### config.mk
export PLATFORM = sky130hd
export DESIGN_NAME = data_memory_unit_flat
export DESIGN_NICKNAME = d
export VERILOG_FILES = /design/src/rtl/data_memory_unit_if.sv /design/src/rtl/data_memory_unit.sv /design/src/flat_wrapper.sv
export SDC_FILE = /design/constraint.sdc
export NUM_CORES = 2
export LEC_CHECK = 0
export ABC_AREA = 1
export CORE_ASPECT_RATIO = 0.9
export CORE_MARGIN = 2
export CORE_UTILIZATION = 45
export DETAILED_ROUTE_END_ITERATION = 7
export PLACE_DENSITY_LB_ADDON = 0.05
export SETUP_SLACK_MARGIN = 0.05
export SLEW_MARGIN = 20
export SYNTH_ARGS = -nofsm -noshare
export SYNTH_HDL_FRONTEND = slang
export SYNTH_SLANG_ARGS = --single-unit
### constraint.sdc
create_clock -name Clock -period 2.8 [get_ports Clock]
set_clock_uncertainty 0.15 [all_clocks]
set_input_delay 0.56 -clock Clock [delete_from_list [all_inputs] [get_ports Clock]]
set_output_delay 0.56 -clock Clock [all_outputs]
set_load 0.1 [all_outputs]
### src/rtl/data_memory_unit_if.sv
// CPU-side data bus: address, write data, write strobe and combinational read data.
interface data_memory_unit_if #(
   parameter int unsigned ADDR_WIDTH = 8,
   parameter int unsigned DATA_WIDTH = 8
);
   logic [ADDR_WIDTH-1:0] BusA;
   logic [DATA_WIDTH-1:0] BusB;
   logic                  MW;
   logic [DATA_WIDTH-1:0] DataIn;

   modport master (output BusA, output BusB, output MW, input DataIn);
   modport slave  (input BusA, input BusB, input MW, output DataIn);
endinterface

### src/rtl/data_memory_unit.sv
// Data memory responder: RAM below MMIO_BASE, memory-mapped I/O in the top addresses
// (write counter, cycle counter, output port, synchronized switches).
module data_memory_unit #(
   parameter int unsigned           ADDR_WIDTH = 8,
   parameter int unsigned           DATA_WIDTH = 8,
   parameter logic [ADDR_WIDTH-1:0] MMIO_BASE  = 8'hF0
) (
   input  logic                  Clock,
   input  logic                  Reset,
   data_memory_unit_if.slave     bus,
   input  logic [DATA_WIDTH-1:0] Switches,
   output logic [DATA_WIDTH-1:0] PortOut,
   output logic                  PortStrobe
);

   localparam int unsigned RAM_DEPTH = int'(MMIO_BASE);

   // MMIO registers live at the very top of the address space
   localparam logic [ADDR_WIDTH-1:0] ADDR_SW   = {ADDR_WIDTH{1'b1}};
   localparam logic [ADDR_WIDTH-1:0] ADDR_PORT = ADDR_SW - ADDR_WIDTH'(1);
   localparam logic [ADDR_WIDTH-1:0] ADDR_CYC  = ADDR_SW - ADDR_WIDTH'(2);
   localparam logic [ADDR_WIDTH-1:0] ADDR_WCNT = ADDR_SW - ADDR_WIDTH'(3);

   logic [DATA_WIDTH-1:0] mem [RAM_DEPTH];
   logic [DATA_WIDTH-1:0] writeCnt;
   logic [DATA_WIDTH-1:0] cycleCnt;
   logic [DATA_WIDTH-1:0] swMeta;
   logic [DATA_WIDTH-1:0] swSync;

   logic isRam;
   logic isPort;
   logic ramWrite;
   logic portWrite;

   assign isRam     = (bus.BusA < MMIO_BASE);
   assign isPort    = (bus.BusA == ADDR_PORT);
   assign ramWrite  = bus.MW && isRam;
   assign portWrite = bus.MW && isPort;

   // RAM storage: no reset; writes are blocked while Reset is held
   always_ff @(posedge Clock) begin
      if (ramWrite && !Reset) begin
         mem[bus.BusA] <= bus.BusB;
      end
   end

   // Output port register and its one-cycle write strobe
   always_ff @(posedge Clock or posedge Reset) begin
      if (Reset) begin
         PortOut    <= '0;
         PortStrobe <= 1'b0;
      end else begin
         PortStrobe <= portWrite;
         if (portWrite) begin
            PortOut <= bus.BusB;
         end
      end
   end

   // Free-running cycle counter (wraps) and saturating accepted-write counter
   always_ff @(posedge Clock or posedge Reset) begin
      if (Reset) begin
         cycleCnt <= '0;
         writeCnt <= '0;
      end else begin
         cycleCnt <= cycleCnt + DATA_WIDTH'(1);
         if ((ramWrite || portWrite) && (writeCnt != {DATA_WIDTH{1'b1}})) begin
            writeCnt <= writeCnt + DATA_WIDTH'(1);
         end
      end
   end

   // Two-flop synchronizer for the asynchronous board switches
   always_ff @(posedge Clock or posedge Reset) begin
      if (Reset) begin
         swMeta <= '0;
         swSync <= '0;
      end else begin
         swMeta <= Switches;
         swSync <= swMeta;
      end
   end

   // Zero-latency read decode; unmapped MMIO reads as zero
   always_comb begin
      bus.DataIn = '0;
      if (isRam) begin
         bus.DataIn = mem[bus.BusA];
      end else begin
         unique case (bus.BusA)
            ADDR_WCNT: bus.DataIn = writeCnt;
            ADDR_CYC:  bus.DataIn = cycleCnt;
            ADDR_PORT: bus.DataIn = PortOut;
            ADDR_SW:   bus.DataIn = swSync;
            default:   bus.DataIn = '0;
         endcase
      end
   end

endmodule
### src/flat_wrapper.sv
// flat-port wrapper written by rule: the top's interface ports become plain ports
module data_memory_unit_flat 
#(
   parameter int unsigned           ADDR_WIDTH = 8,
   parameter int unsigned           DATA_WIDTH = 8,
   parameter logic [ADDR_WIDTH-1:0] MMIO_BASE  = 8'hF0
)
  (Clock, Reset, Switches, PortOut, PortStrobe, bus_BusA, bus_BusB, bus_MW, bus_DataIn);
  data_memory_unit_if #(.ADDR_WIDTH(ADDR_WIDTH), .DATA_WIDTH(DATA_WIDTH)) bus_i ();
  input  logic Clock;
  input  logic Reset;
  input  logic [DATA_WIDTH-1:0] Switches;
  output logic [DATA_WIDTH-1:0] PortOut;
  output logic PortStrobe;
  input wire logic [$bits(bus_i.BusA)-1:0] bus_BusA;
  input wire logic [$bits(bus_i.BusB)-1:0] bus_BusB;
  input wire logic [$bits(bus_i.MW)-1:0] bus_MW;
  output wire logic [$bits(bus_i.DataIn)-1:0] bus_DataIn;
  assign bus_i.BusA = bus_BusA;
  assign bus_i.BusB = bus_BusB;
  assign bus_i.MW = bus_MW;
  assign bus_DataIn = bus_i.DataIn;
  data_memory_unit #(.ADDR_WIDTH(ADDR_WIDTH), .DATA_WIDTH(DATA_WIDTH), .MMIO_BASE(MMIO_BASE)) u_core (.Clock(Clock), .Reset(Reset), .bus(bus_i), .Switches(Switches), .PortOut(PortOut), .PortStrobe(PortStrobe));
endmodule
Word-level counts from Yosys, hierarchy flattened
Memories as Yosys holds them, arrays and structs flattened.
Cells that the tools add are included.
{ "classes": {"muxes": 4, "reduce_logical": 6, "magnitude_cmp": 1, "n_addsub": 2, "n_eq_ne": 5} }
{ "ops": {"columns": ["cell", "n"], "rows": [
  ["$eq 8x8->1 const B", 4],
  ["$pmux 8 s4", 1],
  ["$add 8x1->8 const B", 2],
  ["$lt 8x8->1 const B", 1],
  ["$mux 8", 1],
  ["$ne 8x8->1 const B", 1],
  ["$logic_and 1x1->1", 4],
  ["$mux 1", 2],
  ["$logic_not 1->1", 1],
  ["$logic_or 1x1->1", 1]
]} }
{ "totals": {"ff_bits": 41, "input_bits": 27, "ram_bits": 1920, "memories": 1} }
{ "memory_table": {"columns": ["name", "words", "width", "rd", "rd_ports_with_merged_regs", "write_ports", "line", "source"], "rows": [
  ["u_core.mem", 240, 8, 1, 0, 1, "data_memory_unit.sv:24", "logic [DATA_WIDTH-1:0] mem [RAM_DEPTH];"]
]} }

Longest topological paths before layout
{ "logic_depth": {"depth_word": 5, "ltp_mapped": 19} }

Least setup slack after synthesis
OpenSTA, ideal clock, no wires.
{ "synth_timing": {"path_type": "input-to-output", "start": "input bus_BusA[0]", "end": "output bus_DataIn[1]", "t_arrival_ns": 2.610, "slack_ns": -0.520, "stages": 18, "cell_sequence": "buf_4 > buf_4 > buf_2 > clkbuf_1 > nand2_1 > nand2_1 > nand2_1 > nand3_1 > nand2_1 > nand2_1 > nor2_1 > nor2_1 > nor2_1 > nand2_1 > nand2_1 > nand2_1 > o21ai_0 > nand2_1"} }
{ "synth_between": {"elab_chain_cells": 3, "word_cells_on_any_way": 8, "cone_classes": "order compare (1); eq/ne (4); mux (2); memory (1)"} }
{ "synth_lines": {"columns": ["item", "line", "source"], "rows": [
  ["start, declared", "flat_wrapper.sv:15", "input wire logic [$bits(bus_i.BusA)-1:0] bus_BusA;"],
  ["parallel branches: the longest is 2 deep, another holds $mem_v2 240x8", null, null],
  ["$mux 8 (*)", "data_memory_unit.sv:87", "if (isRam) begin"],
  ["end, declared", "flat_wrapper.sv:18", "output wire logic [$bits(bus_i.DataIn)-1:0] bus_DataIn;"]
]} }
Mark *: on every way between the ends.

Final worst setup path
{ "layout_timing": {"start": "input bus_BusA[0]", "end": "output bus_DataIn[6]"} }
Same word-level chain as after synthesis.

==> flow_summary.toml <==
[run]
max_cap_violations = 0

[grt]
grt_overflow = 0
grt_pass1_wl_um = 364200
antenna_found_initial = 6
grt.total_usage_pct = 27.24
grt_max_degree = 83
grt_pass1_vias = 53277

[worst_setup_path]
crit_fanout = 11
slowest_stage = "bufbuf_16"
path_class = "in -> out"
start_kind = "primary input"
reg2reg_depth = 5
worst_setup_path_end_kind = "output pin"
arrival_ns = 3.15
cp_data_required_time_ns = 2.09
crit_chain = "buf_16, buf_12, nand2_8, inv_12, bufbuf_16, buf_12, nand2_2, nand3_2, nand2_1, nand2_1, nor2_2, nor2_1, nor2_2, nand2_1, nand2_2, nand2_2, o21ai_4, buf_12, nand2_4, buf_12"
crit_path_max_incr_delay_ns = 0.28
path_depth = 20
cp_common_cell = "buf_12"
path_buf_inv = 7
critPathTopFamily = "simple AND/OR/NAND/NOR gates"

[sta]
rsz0062_at_grt = "true"
slew_viol_final = 0
finalSetupViolCount = 8
setup_slack_ns = -1.061
finalCritPeriodShare_pct = 137.9
maxClockFrequency_ghz = 0.2590
tightestPinTransition_ns = 0.6616
holdWs_ns = 0.05108
slew_headroom_pct = 55.89
final_hold_viol_count = 0
min_period_ns = 3.861

[layout]
diodes = 0
area_growth_pct = 22.76
drive_gt1_share_pct = 17.09
seqCellArea_um2 = 58680
final_util_pct = 55.43
layout_common_cells = "nand2_1 (4116), edfxtp_1 (1920), buf_4 (701)"
layout_commonest_cell = "nand2_1"
design_area_um2 = 98480
fillCellCount = 15347
fin_nets = 8247
finish.cell_count_without_fillers = 10770
multi_input_area_um2 = 20790

[routing]
drt-wirelength-per-cell_um = 23.10
vias = 55620
drc_errors = 0
detail-route-antenna-nets = 0
drtIter0Drc = 5829
via_per_inst = 5.164
dr.pass1.iters = 5
routed_wl_um = 248800

[clock_tree]
cts_buffers = 200
htreeDepth = 4
clk_latency_ns = 0.84
root_buffer = "clkbuf_16"
clkTransAtPathRegs_ns = 0.06
cts_max_path_buffers = 3
cts_tree = "yes"
clock-sinks = 1961

[floorplan]
design.die.area_um2 = 181700
fp-row-count = 147
fp.dieH_um = 404.6
die_w_um = 449.1
initial_utilization_pct = 45.15
io_pins = 44
core-area_um2 = 177700

[synth]
yosys_warnings = 0
synth.distinct_cells = 30
syn_area_um2 = 80230
ys_ff_latch = 1961
synth_nets = 7482
yosysTopAreaCell = "edfxtp_1"
syn_inst = 7453
yosys-top-cells-area = "edfxtp_1 (72%), nand2_1 (20%), nor2_1 (2.4%)"
synth_top_area_share_pct = 71.87
synth_area_per_cell_um2 = 10.76
yosysSeqAreaShare_pct = 73.15

[outcome]
violations = "negative setup slack"
status = "finished, violations left"

[placed_design]
dp.cells = 10367
placed_cell_area_um2 = 90780
post-dp-hpwl_um = 160400
io_buffers = 43
gp_routability_congestion = 0.8889

[pwr]
ir_worst_vdd_mv = 0.5898
finalPower_mw = 63.67
cellPowerDensity_nw_per_um2 = 646.5
leakagePower_nw = 39.71

[min_path]
hold_depth = 1
min_path_type = "in -> reg"
[synthesized netlist by cell type]
cell type	n
dfrtp_1	41
clkbuf_1	245
a221oi_1	8
inv_2	5
nor2_2	2
nand2_1	4200
a22oi_1	56
o21ai_1	1
nor3_1	1
xor2_1	11
xnor2_1	2
o21ai_0	39
ha_1	2
edfxtp_1	1920
o41ai_2	1
inv_1	23
nand2_2	1
nor2_1	522
nand3_1	156
o22ai_1	2
buf_1	40
buf_2	89
nand4_1	58
a21oi_1	12
buf_4	4
a22o_1	3
nor2_4	1
clkinv_1	6
nor3b_2	1
mux2_2	1
[stage by stage]
stage | setup TNS, ns | setup slack, ns
3_5_place_dp | -1265.26 | -1.634
4_1_cts | -7.848 | -1.019
2_1_floorplan | -26.54 | -0.03476
5_1_grt | -8.644 | -1.108
3_3_place_gp | -1245.63 | -1.666
6_report | -8.026 | -1.061
[power breakdown]
| part | switching [mW] | leakage, nW | internal (mW) |
|---|---|---|---|
| sequential | 0.0761 | 17.7 | 32.3 |
| clock | 11.3 | 3.11 | 14.9 |
| combinational | 3.41 | 18.9 | 1.66 |
[per-layer routing]
metal	track usage, %	routed length, µm	vias to the layer above
met5	0	13	-
met4	6.769	5906	2
met3	3.801	17230	332
met2	42.24	112700	1975
met1	40.63	113000	27086
li1	-	-	26225
[state kept, by name (all words and copies together), names as in the netlist]
| register | cells |
|---|---|
| u_core.writeCnt | 8 |
| u_core.cycleCnt | 8 |
| u_core.mem | 1920 |
| u_core.PortOut | 8 |
| u_core.swSync | 8 |
| u_core.swMeta | 8 |
| u_core.PortStrobe | 1 |
[path summary, 6_finish.rpt]
check	start	end	slack, ns
setup / recovery	bus_BusA[0]	bus_DataIn[6]	-1.06
hold / removal	bus_BusB[3]	u_core.mem[49][3]	0.05
setup reg to reg	u_core.writeCnt[1]	u_core.writeCnt[1]	0.95
hold reg to reg	u_core.swMeta[3]	u_core.swSync[3]	0.20
max in group asynchronous	Reset	u_core.cycleCnt[6]	2.07
min in group asynchronous	Reset	u_core.swMeta[0]	0.06
[cell families (layout without fill, tap and decap cells)]
| family | Yosys count | count (layout) | synth area share [%] |
|---|---|---|---|
| AOI/OAI and AO/OA | 122 | 122 | 1.004 |
| xor gates and xnor gates | 13 | 13 | 0.1419 |
| DFF | 1961 | 1961 | 73.15 |
| adders and majority gates | 2 | 2 | 0.03119 |
| and+or+nand+nor | 4942 | 4942 | 23.58 |
| muxes | 1 | 1 | 0.01404 |
| buffers and inverters | 412 | 1345 | 2.085 |
[worst register-to-register path, delay by kind of cell (launching register included)]
kind            cells  cell delay (ns)
fa+ha+maj           1             0.19
flops               1             0.41
compound gates      1             0.34
mux                 1             0.32
simple gates        1             0.11
buf+inv             1             0.21
[repair_timing]
item,4_1_cts,5_1_grt
hold buffers,13,0
setup buffers,12,3
pin swaps,47,56
setup endpoints to repair,8,49
endpoints found under the hold margin,108,0
cloned,6,0
gates resized for setup,172,120
[final cells by class]
type                    instances  area share (%)
inverters                      34          0.1766
clock buffers                 249           5.396
multi-input cells            5080           21.11
flip-flops and latches       1961           59.58
well taps                    2384           3.029
clock inverters               121           1.061
repair inverters                1        0.008893
repair buffers                940           9.638
No activity file was read; power rests on OpenSTA's default activity.
